--- config.mk ---
export PLATFORM = sky130hd
export DESIGN_NAME = prompt_sequencer
export DESIGN_NICKNAME = d
export VERILOG_FILES = /design/src/rtl/vga_quiz_pkg.sv /design/src/rtl/frame_tick_gen.sv /design/src/rtl/prompt_sequencer.sv
export SDC_FILE = /design/constraint.sdc
export NUM_CORES = 1
export LEC_CHECK = 0
export ABC_AREA = 1
export CELL_PAD_IN_SITES_DETAIL_PLACEMENT = 1
export CELL_PAD_IN_SITES_GLOBAL_PLACEMENT = 1
export CORE_UTILIZATION = 39
export DETAILED_ROUTE_END_ITERATION = 8
export GPL_TIMING_DRIVEN = 0
export PLACE_DENSITY_LB_ADDON = 0.1
export SKIP_LAST_GASP = 1
export SYNTH_ARGS = -nofsm -noshare
export SYNTH_HDL_FRONTEND = slang
export SYNTH_SLANG_ARGS = --single-unit
--- constraint.sdc ---
create_clock -name clk -period 2.9 [get_ports clk]
set_input_delay 0.58 -clock clk [delete_from_list [all_inputs] [get_ports clk]]
set_output_delay 0.58 -clock clk [all_outputs]
set_load 0.01 [all_outputs]
--- src/rtl/vga_quiz_pkg.sv ---
// Shared definitions for the VGA quiz controllers: quiz state encoding,
// palette constants and default 640x480@60 timing totals.
package vga_quiz_pkg;

  typedef enum logic [1:0] {
    ST_IDLE     = 2'd0,
    ST_SHOW     = 2'd1,
    ST_FEEDBACK = 2'd2,
    ST_DONE     = 2'd3
  } quiz_state_t;

  localparam logic [11:0] COLOR_WHITE   = 12'hFFF;
  localparam logic [11:0] COLOR_BG_OK   = 12'h0F0;
  localparam logic [11:0] COLOR_BG_BAD  = 12'hF00;
  localparam logic [11:0] COLOR_BG_IDLE = 12'h000;

  localparam int VGA_H_TOTAL = 800;
  localparam int VGA_V_TOTAL = 525;

endpackage

--- src/rtl/frame_tick_gen.sv ---
// One-cycle frame_tick, registered, high in the cycle after the last pixel
// of the last line. Reusable by any controller that keys off hCount/vCount.
module frame_tick_gen #(
  parameter int H_TOTAL = vga_quiz_pkg::VGA_H_TOTAL,
  parameter int V_TOTAL = vga_quiz_pkg::VGA_V_TOTAL,
  parameter int CW      = 10
) (
  input  logic          clk,
  input  logic          rst,
  input  logic [CW-1:0] hCount,
  input  logic [CW-1:0] vCount,
  output logic          frame_tick
);

  localparam logic [CW-1:0] H_LAST = CW'(H_TOTAL - 1);
  localparam logic [CW-1:0] V_LAST = CW'(V_TOTAL - 1);

  always_ff @(posedge clk or negedge rst) begin
    if (!rst) frame_tick <= 1'b0;
    else      frame_tick <= (hCount == H_LAST) && (vCount == V_LAST);
  end

endmodule

--- src/rtl/prompt_sequencer.sv ---
// Quiz-flow controller: walks the prompt controllers one at a time, times each
// prompt in frames, latches the answer, keeps score and flashes feedback.
module prompt_sequencer
  import vga_quiz_pkg::*;
#(
  parameter int          NUM_Q       = 3,
  parameter int          IDX_W       = 3,
  parameter int          CNT_W       = 10,
  parameter int          TIME_FRAMES = 600,
  parameter int          FB_FRAMES   = 60,
  parameter int          H_TOTAL     = VGA_H_TOTAL,
  parameter int          V_TOTAL     = VGA_V_TOTAL,
  parameter logic [11:0] BG_IDLE     = COLOR_BG_IDLE,
  parameter logic [11:0] BG_OK       = COLOR_BG_OK,
  parameter logic [11:0] BG_BAD      = COLOR_BG_BAD
) (
  input  logic             clk,
  input  logic             rst,
  input  logic [9:0]       hCount,
  input  logic [9:0]       vCount,
  input  logic             start,
  input  logic             answer_valid,
  input  logic             answer_correct,
  output logic [NUM_Q-1:0] q_en,
  output logic [IDX_W-1:0] q_idx,
  output logic [11:0]      background,
  output logic [IDX_W:0]   score,
  output logic [CNT_W-1:0] frames_left,
  output logic             done
);

  localparam logic [CNT_W-1:0] TIME_LOAD = CNT_W'(TIME_FRAMES);
  localparam logic [CNT_W-1:0] FB_LOAD   = CNT_W'(FB_FRAMES);
  localparam logic [CNT_W-1:0] CNT_ONE   = CNT_W'(1);
  localparam logic [IDX_W-1:0] LAST_Q    = IDX_W'(NUM_Q - 1);
  localparam logic [IDX_W:0]   SCORE_MAX = '1;
  localparam logic [NUM_Q-1:0] FIRST_EN  = NUM_Q'(1);

  logic             frame_tick;
  quiz_state_t      state;
  logic             start_pend;
  logic             ans_pend;
  logic             ans_ok;
  logic [CNT_W-1:0] fb_cnt;
  logic             answer_now;
  logic             answer_good;

  frame_tick_gen #(
    .H_TOTAL (H_TOTAL),
    .V_TOTAL (V_TOTAL),
    .CW      (10)
  ) u_frame_tick (
    .clk        (clk),
    .rst        (rst),
    .hCount     (hCount),
    .vCount     (vCount),
    .frame_tick (frame_tick)
  );

  // An answer arriving in the tick cycle itself still counts for this prompt.
  assign answer_now  = ans_pend | answer_valid;
  assign answer_good = ans_pend ? ans_ok : answer_correct;

  always_ff @(posedge clk or negedge rst) begin
    if (!rst) begin
      state       <= ST_IDLE;
      q_en        <= '0;
      q_idx       <= '0;
      background  <= BG_IDLE;
      score       <= '0;
      frames_left <= '0;
      done        <= 1'b0;
      start_pend  <= 1'b0;
      ans_pend    <= 1'b0;
      ans_ok      <= 1'b0;
      fb_cnt      <= '0;
    end else begin
      if (start && (state == ST_IDLE || state == ST_DONE))
        start_pend <= 1'b1;
      if (answer_valid && state == ST_SHOW && !ans_pend) begin
        ans_pend <= 1'b1;
        ans_ok   <= answer_correct;
      end

      if (frame_tick) begin
        case (state)
          ST_IDLE, ST_DONE: begin
            if (start_pend) begin
              state       <= ST_SHOW;
              q_idx       <= '0;
              q_en        <= FIRST_EN;
              frames_left <= TIME_LOAD;
              score       <= '0;
              done        <= 1'b0;
              background  <= BG_IDLE;
              start_pend  <= 1'b0;
            end
          end
          ST_SHOW: begin
            if (answer_now) begin
              state      <= ST_FEEDBACK;
              fb_cnt     <= FB_LOAD;
              background <= answer_good ? BG_OK : BG_BAD;
              if (answer_good && score != SCORE_MAX)
                score <= score + 1'b1;
              ans_pend   <= 1'b0;
              ans_ok     <= 1'b0;
            end else if (frames_left == CNT_ONE) begin
              state       <= ST_FEEDBACK;
              fb_cnt      <= FB_LOAD;
              background  <= BG_BAD;
              frames_left <= '0;
              ans_pend    <= 1'b0;
              ans_ok      <= 1'b0;
            end else begin
              frames_left <= frames_left - 1'b1;
            end
          end
          ST_FEEDBACK: begin
            if (fb_cnt <= CNT_ONE) begin
              background <= BG_IDLE;
              if (q_idx == LAST_Q) begin
                state <= ST_DONE;
                q_en  <= '0;
                done  <= 1'b1;
              end else begin
                state       <= ST_SHOW;
                q_idx       <= q_idx + 1'b1;
                q_en        <= q_en << 1;
                frames_left <= TIME_LOAD;
              end
            end else begin
              fb_cnt <= fb_cnt - 1'b1;
            end
          end
          default: state <= ST_IDLE;
        endcase
      end
    end
  end

endmodule

Yosys cells after proc, flatten, opt, wreduce, memory -nomap -nowiden:

Index checks and enable logic that the tools add are counted.

* input bits: 25
* word-level logic and storage cells: 107
* output and inout port bits: 33
* register bits after elaboration: 49

* add/subtract/negate cells: 4
* mux-type cells: 53
* reduce and logical (&&, ||, !) cells: 19
* equality and inequality tests: 17
* bitwise operators: 1
* magnitude comparators: 1

Operators by type and width (count)
* 10-bit 2-to-1 mux: 8
* 12-bit 2-to-1 mux: 5
* 12-bit case mux with 3 select lines: 1
* 10-bit case mux with 3 select lines: 1
* 10-bit == test, second input constant: 2
* 10-bit case mux with 2 select lines: 1
* 5-bit AND reduction: 4
* 10-bit by 1-bit subtractor with 10-bit output, second input constant: 2
* 1-bit 2-to-1 mux: 18
* 3-bit 2-to-1 mux: 6
* 2-bit inequality test, second input constant: 7
* 4-bit 2-to-1 mux: 3
* 3-bit case mux with 2 select lines: 2
* 4-bit AND reduction: 3
* 10-bit by 1-bit == test with 1-bit output, second input constant: 1
* 10-bit by 1-bit <= comparator with 1-bit output, second input constant: 1
* 2-bit 2-to-1 mux: 5
* 4-bit case mux with 2 select lines: 1
* 2-bit case mux with 3 select lines: 1
* 2-bit nonzero test: 3
* 1-bit logical AND: 5
* 4-bit by 1-bit adder with 4-bit output, second input constant: 1
* 2-bit == test, second input constant: 2
* 4-bit inequality test, second input constant: 1
* other kinds (11): 11

Depth between registers and ports, before layout:

Gate-level depths: netlist of the first run.

* depth in word-level cells: 8
* gate-level depth with buffers: 11
* depth with buffers taken out: 11

Hierarchy:

From an unflattened synthesis of the first run, not the netlist that was laid out.

* cells, all modules: 375
* area, all modules: 2688.8 µm²

By module, submodules not included
* prompt_sequencer: sequential area each 950.9 µm², cells an instance 351, instances 1, area each 2573.7 µm²
* frame_tick_gen: sequential area each 25.0 µm², cells an instance 24, instances 1, area each 115.1 µm²

Worst setup path after synthesis of the first run:

OpenSTA, ideal clock, no wires.

* path type: reg-to-reg
* from: register q_idx[0]
* to: register frames_left[2]
* clock period less this slack: 1.595 ns
* buffers on the path: 1
* slack: 1.305 ns
* stages on the path, launching flop included: 12
* data arrival time: 1.477 ns
* setup time: 0.118 ns
* required time: 2.782 ns
* path through: dfrtp_1 -> inv_1 -> ha_1 -> inv_1 -> nor2_2 -> nand2_1 -> o21ai_0 -> nor2_2 -> nand3_4 -> buf_6 -> nand2_1 -> o21ai_2

* word-level cells in the longest chain between the ends: 3

RTL lines
* from (decl): line prompt_sequencer.sv:25 `output logic [IDX_W-1:0] q_idx,`
* from (signal assigned): line prompt_sequencer.sv:128 `q_idx <= q_idx + 1'b1;`
* 3-bit by 2-bit == test with 1-bit output: line prompt_sequencer.sv:122 `if (q_idx == LAST_Q) begin`
* 2-bit inequality test (no line)
* 5-bit AND reduction (no line)
* to (signal assigned): line prompt_sequencer.sv:116 `frames_left <= frames_left - 1'b1;`
* to (decl): line prompt_sequencer.sv:28 `output logic [CNT_W-1:0] frames_left,`

Every way passes these cells.
A chain may end at the register's enable or synchronous reset.

Final worst setup path of the first run:

* from: register background[7]
* to: output background[7]

RTL lines
* from (decl): line prompt_sequencer.sv:26 `output logic [11:0] background,`
* from (signal assigned): line prompt_sequencer.sv:103 `background <= answer_good ? BG_OK : BG_BAD;`

No word-level cell between the ends.

==> results of run 1 <==
==> path summary, 6_finish.rpt <==
kind,from,endpoint,cells after the start
max,background[7],background[7],2
min,rst,frames_left[4],1
max reg2reg,state[0],frames_left[7],10
min reg2reg,q_en[2],q_en[2],2
max in group asynchronous,rst,q_idx[2],2
min in group clk,q_en[2],q_en[2],2
==> kinds of logic (layout without fill, tap and decap cells) <==
group	after synthesis	in the layout	synth area share (%)
AO/OA/AOI/OAI	28	28	7.12
XOR/XNOR	6	6	1.98
adder cells (fa/ha/maj)	9	9	4.24
buffers and inverters	56	118	9.75
flip-flops	39	39	36.8
other	1	4	0.141
AND/OR/NAND/NOR	229	229	40.0
==> worst register-to-register path, cell delays in order (launching register included) <==
cell and delay (ns):
dfrtp_1 0.39, inv_1 0.08, ha_1 0.19, buf_2 0.18
nand2_1 0.17, o21ai_0 0.14, nor2_2 0.18, nand3_4 0.11
buf_6 0.17, nand2_1 0.06, o21ai_1 0.06
==> stage by stage <==
step / setup WS [ns] / util [%] / instances / hold slack, ns / cell area, sq um
6_report: 0.946 / 52.9 / 510 / 0.246 / 3420
3_5_place_dp: 0.832 / 51.3 / 502 / 0.478 / 3320
2_1_floorplan: 1.31 / - / 371 / 0.284 / 2670
4_1_cts: 0.924 / 52.9 / 510 / 0.256 / 3420
5_1_grt: 0.883 / 52.9 / 510 / 0.269 / 3420
3_3_place_gp: 0.151 / 51.0 / 501 / 0.468 / 3290
==> flip-flops by register name (all words and copies together) (netlist names) <==
signal and flops:
fb_cnt 10, frames_left 10, score 4, q_en 3, q_idx 3, background 2, state 2, ans_ok 1
ans_pend 1, done 1, start_pend 1, u_frame_tick.frame_tick 1
==> power by group <==
group / leakage [nW] / internal (mW) / switching [mW]
clock: 0.0515 / 0.217 / 0.202
sequential: 0.520 / 0.546 / 0.00288
combinational: 1.14 / 0.0438 / 0.0349
total: 1.72 / 0.807 / 0.240
==> final cells by class <==
| cell class | count | area, sq um | area share (%) |
|---|---|---|---|
| Buffer | 15 | 105 | 3.08 |
| Clock buffer | 8 | 100 | 2.93 |
| Inverter | 41 | 154 | 4.51 |
| Multi-Input combinational cell | 276 | 1430 | 41.9 |
| Sequential cell | 39 | 976 | 28.6 |
| Tap cell | 77 | 96.3 | 2.82 |
| Timing Repair Buffer | 54 | 553 | 16.2 |
==> layer usage <==
metal / GRT usage (%) / part of all wire [%] / up-vias
met5: 0 / 0 / -
met4: 7.70 / 1.9 / 0
met3: 4.62 / 4.0 / 12
met2: 36.1 / 49 / 52
met1: 25.2 / 45 / 1225
li1: - / - / 1272
==> synthesized netlist by cell type, types with 2 or more instances <==
| cell | n |
|---|---|
| nand3_4 | 2 |
| xor2_1 | 3 |
| nor2_8 | 2 |
| nor2_4 | 3 |
| o21ai_0 | 10 |
| buf_4 | 10 |
| inv_2 | 3 |
| nor3_1 | 6 |
| nand4_1 | 11 |
| nor2_2 | 10 |
| nor2_1 | 36 |
| a21oi_1 | 6 |
| inv_1 | 38 |
| dfrtp_1 | 39 |
| o21ai_1 | 3 |
| xnor2_1 | 3 |
| buf_2 | 3 |
| nand3_1 | 20 |
| nand2_2 | 2 |
| nand2_4 | 2 |
| o21ai_2 | 5 |
| ha_1 | 9 |
| nand2_1 | 131 |
==> flow_summary_export.csv, run 1 <==
group,metric,value,unit
power_and_ir_drop,power.density,306,mW/mm^2
final_layout,area_growth_syn_to_layout,28.7,%
route,drt_iter0_markers,121,
synth,async_s_r_ff_share_synth,100,%
sta,worst_pin_slew,0.525,ns
final_layout,final_common_cell,"nand2_1",
final_layout,nNetsFinal,466,
route,detail_route.vias_per_cell,5.02,
sta,final_period_minus_worst_setup_slack,1.95,ns
critical_path,critPathTopFamily,"buffers and inverters",
critical_path,critical_path.max_stage_delay,0.54,ns
clock_tree,cts.repair.resized,0,
critical_path,critPathSlowestCell,"clkdlybuf4s50_1",
critical_path,worst-endpoint-arrival,1.37,ns
route,via_count,2561,
final_layout,nFillCells,847,
synth,yosys.cell_types.count,34,
global_routing,grt_antenna_before_repair,0,
sta,setup_viol,0,
global_routing,wire_length_of_the_first_global_routing_pass,11900,um
synth,ys_dominant_reg_cell,"dfrtp_1",
sta,fin_worst_skew,0.00466,ns
synth,ys_ff_latch,39,
sta,finalSetupTns,0,ns
critical_path,critical_path_buf_inv_count,2,
floorplan,num_rows,29,
route,drc,2,
power_and_ir_drop,leakagePower,1.72,nW
synth,synth_enable_flop_cells,0,
sta,setup_repair_after_global_routing_missed_its_margin,"false",
floorplan,die_w,84.5,um
synth,yosys.area.top_type,"dfrtp_1",
route,drtAntennaViolNets,0,
floorplan,design.core.area,0.00646,sq mm
critical_path,setup.reg_to_reg.worst_slack,1.07,ns
synth,synth_area_leaders,"dfrtp_1 (37%), nand2_1 (19%), inv_1 (5.4%), nor2_1 (5.1%), ha_1 (4.2%)",
route,drt_pre_antenna_iters,6,
sta,drv_slew,0,
critical_path,crit_path_max_fanout,5,
sta,max_freq,512,MHz
global_routing,via_count_of_the_first_global_routing_pass,2665,
worst_hold_path,timing.hold.worst.class,"input port to asynchronous set/reset pin",
synth,postSynthAreaPerCell,7.21,sq um
placed_design,portBuffers,53,
floorplan,fp.dieArea,0.00714,sq mm
placed_design,finalWeightedCongestion,0.788,
placed_design,hpwl,5180,um
global_routing,grt_overall_usage,20.8,%
outcome,failing_checks,"design-rule violations",
clock_tree,cts_root_buffer,"clkbuf_8",
critical_path,crit_type,"flop to output port",
critical_path,cp-end-kind,"output port",
clock_tree,cts_tree,"done",
outcome,result_of_the_run,"finished, violations left",
job,number_of_maximum_capacitance_violations,0,
synth,ys_warn_count,0,
sta,hold_violations,0,
floorplan,initial_core_util,41.1,%
clock_tree,cts_hold_buffers,0,
sta,period_share,67.4,%
clock_tree,ctsLongestPathBuffers,2,
clock_tree,clkSinkCount,39,
critical_path,critPathLaunchType,"flop",
power_and_ir_drop,vdd_drop_max,134,uV
floorplan,die_height,84.5,um
clock_tree,number_of_setup_buffers_added_after_cts,0,
critical_path,cell_by_cell_listing_of_the_critical_path,"buf_4 -> clkdlybuf4s50_1",
route,wirelength,6750,um
critical_path,critical_path_required,2.32,ns
clock_tree,cts.htree.levels,2,
floorplan,io_pins,58,
global_routing,grt_residual_overflow,0,
final_layout,final_layout_size_suffix_gt1_share,12.9,%
clock_tree,clk_pin_slew,0.08,ns
synth,proportion_of_synthesized_chip_area_in_sequential_cells,36.8,%
synth,cells_after_synth,368,
final_layout,antennaDiodeCount,0,
power_and_ir_drop,power,1.05,mW
route,route.detailed.wl_per_inst,13.2,um
synth,synth.cell_area,0.00266,sq mm
clock_tree,clkLatencyLatePin,0.30,ns
final_layout,mostFrequentLayoutCells,"nand2_1 (131), clkdlybuf4s50_1 (52), dfrtp_1 (39), inv_1 (38), nor2_1 (36)",
synth,yosys.area.top_type_share,36.8,%
clock_tree,cts_made_buffers,5,
global_routing,largest_net_degree_at_the_start_of_global_routing,21,
sta,slew_headroom,65.0,%
No activity file was read; power rests on OpenSTA's default activity.
==> run 2: changes to the inputs <==
CORE_UTILIZATION = 36   (was 39)
clock period = 2.05 ns   (was 2.9 ns; I/O delays follow)
==> flow_summary_export.csv, run 2 (synthesized netlist as in run 1, its figures left out) <==
group,metric,value,unit
clock_tree,cts_root_buffer,"clkbuf_8",
clock_tree,clk_pin_slew,0.08,ns
final_layout,ff_latch_area,976,sq um
clock_tree,cts_tree,"done",
sta,finalSetupTns,0,ns
floorplan,io_pins,58,
sta,final_period_minus_worst_setup_slack,1.81,ns
route,detail_route.vias_per_cell,4.77,
critical_path,critPathSlowestCell,"dfrtp_1",
power_and_ir_drop,vdd_drop_max,203,uV
final_layout,area_growth_syn_to_layout,29.1,%
critical_path,worstSetupStartpoint,"state[0]",
final_layout,layout.cell_area.non_filler,0.00343,sq mm
route,drtAntennaViolNets,0,
final_layout,nFillCells,890,
sta,setup_viol,0,
critical_path,critPathLaunchType,"flop",
final_layout,mostFrequentLayoutCells,"nand2_1 (131), clkdlybuf4s50_1 (52), dfrtp_1 (39), inv_1 (38), nor2_1 (36)",
global_routing,largest_net_degree_at_the_start_of_global_routing,22,
clock_tree,cts.htree.levels,2,
critical_path,regToRegStartpoint,"state[0]",
critical_path,critical_path_buf_inv_count,4,
placed_design,portBuffers,53,
floorplan,fp.dieArea,0.00772,sq mm
sta,worst_pin_slew,0.537,ns
placed_design,dp_slack,0.112,ns
power_and_ir_drop,power,1.44,mW
placed_design,postPlaceCellArea,0.00334,sq mm
job,number_of_maximum_capacitance_violations,0,
global_routing,grt_residual_overflow,0,
final_layout,total_area_of_multi_input_combinational_cells,0.00143,sq mm
final_layout,largest_registers,"fb_cnt (10), frames_left (10), score (4)",
final_layout,nNetsFinal,466,
critical_path,crit_type,"flop to flop",
global_routing,grt_overall_usage,19.0,%
critical_path,crit_path_max_fanout,10,
critical_path,critical_path_required,2.24,ns
route,route.detailed.wl_per_inst,12.5,um
power_and_ir_drop,power.density,420,mW/mm^2
power_and_ir_drop,leakagePower,1.71,nW
clock_tree,cts.repair.resized,0,
global_routing,grt_antenna_before_repair,0,
sta,hold_slack,0.0634,ns
clock_tree,clkLatencyLatePin,0.30,ns
placed_design,hpwl,5220,um
critical_path,cp-end-kind,"flop",
sta,fin_worst_skew,0.0102,ns
sta,hold_violations,0,
clock_tree,clkSinkCount,39,
floorplan,die_height,87.9,um
final_layout,final_common_cell,"nand2_1",
final_layout,final_layout_size_suffix_gt1_share,13.0,%
sta,slew_headroom,64.2,%
worst_hold_path,timing.hold.worst.class,"input port to asynchronous set/reset pin",
critical_path,cp_common_cell,"nand2_1",
route,drc,0,
sta,period_share,88.1,%
sta,max_freq,554,MHz
outcome,result_of_the_run,"finished clean",
route,drt_iter0_markers,64,
route,via_count,2520,
clock_tree,ctsLongestPathBuffers,2,
clock_tree,number_of_setup_buffers_added_after_cts,0,
floorplan,initial_core_util,38.2,%
sta,drv_slew,0,
sta,post_route_setup_slack,0.245,ns
global_routing,via_count_of_the_first_global_routing_pass,2560,
clock_tree,cts_hold_buffers,0,
sta,setup_repair_after_global_routing_missed_its_margin,"false",
floorplan,die_w,87.9,um
floorplan,design.core.area,0.00694,sq mm
critical_path,critPathTopFamily,"buffers and inverters",
route,drt_pre_antenna_iters,4,
clock_tree,cts_made_buffers,5,
critical_path,worst-endpoint-arrival,1.99,ns
floorplan,num_rows,30,
placed_design,finalWeightedCongestion,0.786,
route,wirelength,6610,um
global_routing,wire_length_of_the_first_global_routing_pass,11500,um
critical_path,cell_by_cell_listing_of_the_critical_path,"inv_1 -> ha_1 -> buf_2 -> inv_1 -> buf_2 -> a21oi_1 -> nand2_1 -> nand2_1 -> nand2_1",
critical_path,critical_path.max_stage_delay,0.40,ns
final_layout,antennaDiodeCount,0,
==> run 2: cell types whose count changed in the layout (fill, tap and decap cells not counted) <==
cell | before | now
clkbuf_1 | 2 | 1
clkbuf_8 | 7 | 6
clkinv_2 | 0 | 1
==> run 2: cell type report <==
type | instances | share of cell area, %
well taps | 96 | 3.50
flip-flops and latches | 39 | 28.5
plain buffers | 15 | 3.07
clock inverters | 1 | 0.146
inverters | 41 | 4.49
clock buffers | 6 | 2.41
multi-input cells | 276 | 41.8
repair buffers | 54 | 16.1
==> run 2: path summary, 6_finish.rpt <==
| path | cells past startpoint | slack (ns) | to |
|---|---|---|---|
| max in group asynchronous | 2 | 1.49 | q_en[1] |
| min in group clk | 2 | 0.50 | q_en[2] |
| worst max register to register | 9 | 0.24 | q_en[2] |
| worst min-delay path | 1 | 0.06 | frames_left[4] |
| worst max-delay path | 9 | 0.24 | q_en[2] |
| worst min register to register | 2 | 0.50 | q_en[2] |
==> run 2: metal layers <==
layer / wire length, um / GRT usage, %
met2: 3230 / 32.6
met3: 276 / 3.96
met4: 73 / 6.56
met1: 3030 / 23.6
met5: 0 / 0
==> run 2: per-stage QoR <==
stage	std cells	util, %
after floorplan	371	-
after detailed placement	521	48.1
after global routing	528	49.4
after CTS	528	49.4
after global placement	520	47.8
final	528	49.4
==> run 2: power breakdown <==
group	internal, mW	total, mW	switching (mW)
Sequential	0.772	0.776	0.00391
Clock	0.265	0.551	0.286
Combinational	0.0620	0.111	0.0491
Total	1.10	1.44	0.339
==> run 3: changes to the inputs <==
GPL_TIMING_DRIVEN = not set   (was 0)
==> flow_summary_export.csv, run 3 (synthesized netlist as in run 1, its figures left out) <==
group,metric,value,unit
power_and_ir_drop,pwr-share-clk,36.1,%
final_layout,final_layout_size_suffix_gt1_share,10.7,%
placed_design,post-place-cells,511,
clock_tree,cts.repair.resized,0,
sta,post_route_setup_slack,0.285,ns
sta,fin_worst_skew,0.00876,ns
power_and_ir_drop,power.density,413,mW/mm^2
sta,max_freq,567,MHz
floorplan,die_height,87.9,um
global_routing,grt_residual_overflow,0,
critical_path,critical_path.reg2reg.endpoint,"q_en[1]",
final_layout,fin_util,48.1,%
route,drt_pre_antenna_iters,4,
clock_tree,clkSinkCount,39,
global_routing,grt_antenna_before_repair,0,
critical_path,critPathSlowestCell,"clkdlybuf4s50_1",
critical_path,setup.reg_to_reg.worst_slack,0.29,ns
floorplan,num_rows,30,
clock_tree,cts_root_buffer,"clkbuf_8",
sta,hold_slack,0.0591,ns
power_and_ir_drop,power,1.38,mW
critical_path,critPathLaunchType,"flop",
clock_tree,cts_hold_buffers,0,
power_and_ir_drop,vdd_drop_max,188,uV
route,drc,0,
critical_path,critPathTopFamily,"buffers and inverters",
floorplan,die_w,87.9,um
critical_path,cell_by_cell_listing_of_the_critical_path,"clkdlybuf4s50_1",
final_layout,nNetsFinal,456,
power_and_ir_drop,power.share.sequential,56.4,%
route,route.detailed.wl_per_inst,12.4,um
global_routing,largest_net_degree_at_the_start_of_global_routing,23,
floorplan,design.core.area,0.00694,sq mm
clock_tree,number_of_setup_buffers_added_after_cts,0,
clock_tree,cts_tree,"done",
outcome,result_of_the_run,"finished clean",
route,drtAntennaViolNets,0,
final_layout,layout.cell_area.non_filler,0.00334,sq mm
critical_path,regToRegStartpoint,"state[0]",
sta,final_period_minus_worst_setup_slack,1.76,ns
power_and_ir_drop,sw_frac_of_total,23.4,%
sta,hold_violations,0,
clock_tree,clkLatencyLatePin,0.29,ns
final_layout,mostFrequentLayoutCells,"nand2_1 (131), clkdlybuf4s50_1 (52), dfrtp_1 (39), inv_1 (38), nor2_1 (36)",
floorplan,initial_core_util,38.2,%
sta,drv_slew,0,
floorplan,fp.dieArea,0.00772,sq mm
critical_path,cp-end-kind,"output port",
sta,period_share,86.1,%
clock_tree,cts_made_buffers,5,
sta,setup_viol,0,
final_layout,area_growth_syn_to_layout,25.7,%
critical_path,crit_type,"flop to output port",
critical_path,crit_path_max_fanout,6,
final_layout,largest_registers,"fb_cnt (10), frames_left (10), score (4)",
placed_design,finalWeightedCongestion,0.780,
power_and_ir_drop,leakagePower,1.65,nW
final_layout,nFillCells,924,
final_layout,antennaDiodeCount,0,
route,drt_iter0_markers,70,
route,wirelength,6430,um
placed_design,hpwl,5040,um
floorplan,io_pins,58,
power_and_ir_drop,netSwitchingPower,0.322,mW
final_layout,post_layout_nonfiller_instances,517,
global_routing,grt_overall_usage,18.8,%
critical_path,critical_path_required,1.64,ns
placed_design,dp_slack,0.142,ns
clock_tree,ctsLongestPathBuffers,2,
global_routing,via_count_of_the_first_global_routing_pass,2464,
clock_tree,clk_pin_slew,0.08,ns
route,detail_route.vias_per_cell,4.75,
critical_path,critical_path.max_stage_delay,0.58,ns
worst_hold_path,timing.hold.worst.class,"input port to asynchronous set/reset pin",
critical_path,worst-endpoint-arrival,1.35,ns
clock_tree,cts.htree.levels,2,
global_routing,wire_length_of_the_first_global_routing_pass,11300,um
power_and_ir_drop,p_int,1.06,mW
critical_path,ff2ff_path_depth,9,
power_and_ir_drop,power.combinational.fraction,7.5,%
sta,setup_repair_after_global_routing_missed_its_margin,"false",
placed_design,postPlaceCellArea,0.00326,sq mm
job,number_of_maximum_capacitance_violations,0,
route,via_count,2454,
critical_path,critical_path_buf_inv_count,1,
sta,finalSetupTns,0,ns
placed_design,portBuffers,53,
final_layout,final_common_cell,"nand2_1",
-- run 3: cell types whose count changed in the layout (fill, tap and decap cells not counted), sizes merged --
cell,before,now
clkinv,1,0
clkbuf,7,6
buf,16,7
-- run 3: how the worst max path moves through the flow --
stage,cells after the start,slack (ns),from,to
final,1,0.29,frames_left[2],frames_left[2]
after global placement,9,0.22,answer_valid,score[0]
after CTS,9,0.27,state[0],background[7]
after detailed placement,9,0.14,answer_valid,score[3]
after floorplan,11,0.46,q_idx[0],frames_left[2]
after global routing,9,0.12,state[0],q_en[1]
-- run 3: final cells by class --
cell class / count / area (sq um) / share of cell area, %
multi-input combinational: 276 / 1430 / 42.9
sequential: 39 / 976 / 29.2
timing repair buffer: 59 / 583 / 17.5
inverter: 41 / 154 / 4.61
tap: 96 / 120 / 3.60
clock buffer: 6 / 72.6 / 2.17
-- run 3: power groups by stage --
stage	registers (mW)	clock network, mW	logic (mW)
3_3_place_gp	0.791	0	0.104
2_1_floorplan	0.792	0	0.0344
5_1_grt	0.777	0.541	0.115
3_5_place_dp	0.792	0	0.106
6_report	0.777	0.498	0.104
4_1_cts	0.776	0.519	0.106
-- run 3: per-layer routing --
metal  routed length (um)  part of all wire (%)  track usage [%]  vias to the layer above
met5                    0                     0                0                        -
met2                 3050                    47             31.1                       45
met4                   68                   1.1             4.92                        0
met1                 3090                    48             24.8                     1153
met3                  230                   3.6             4.05                        6
li1                     -                     -                -                     1250
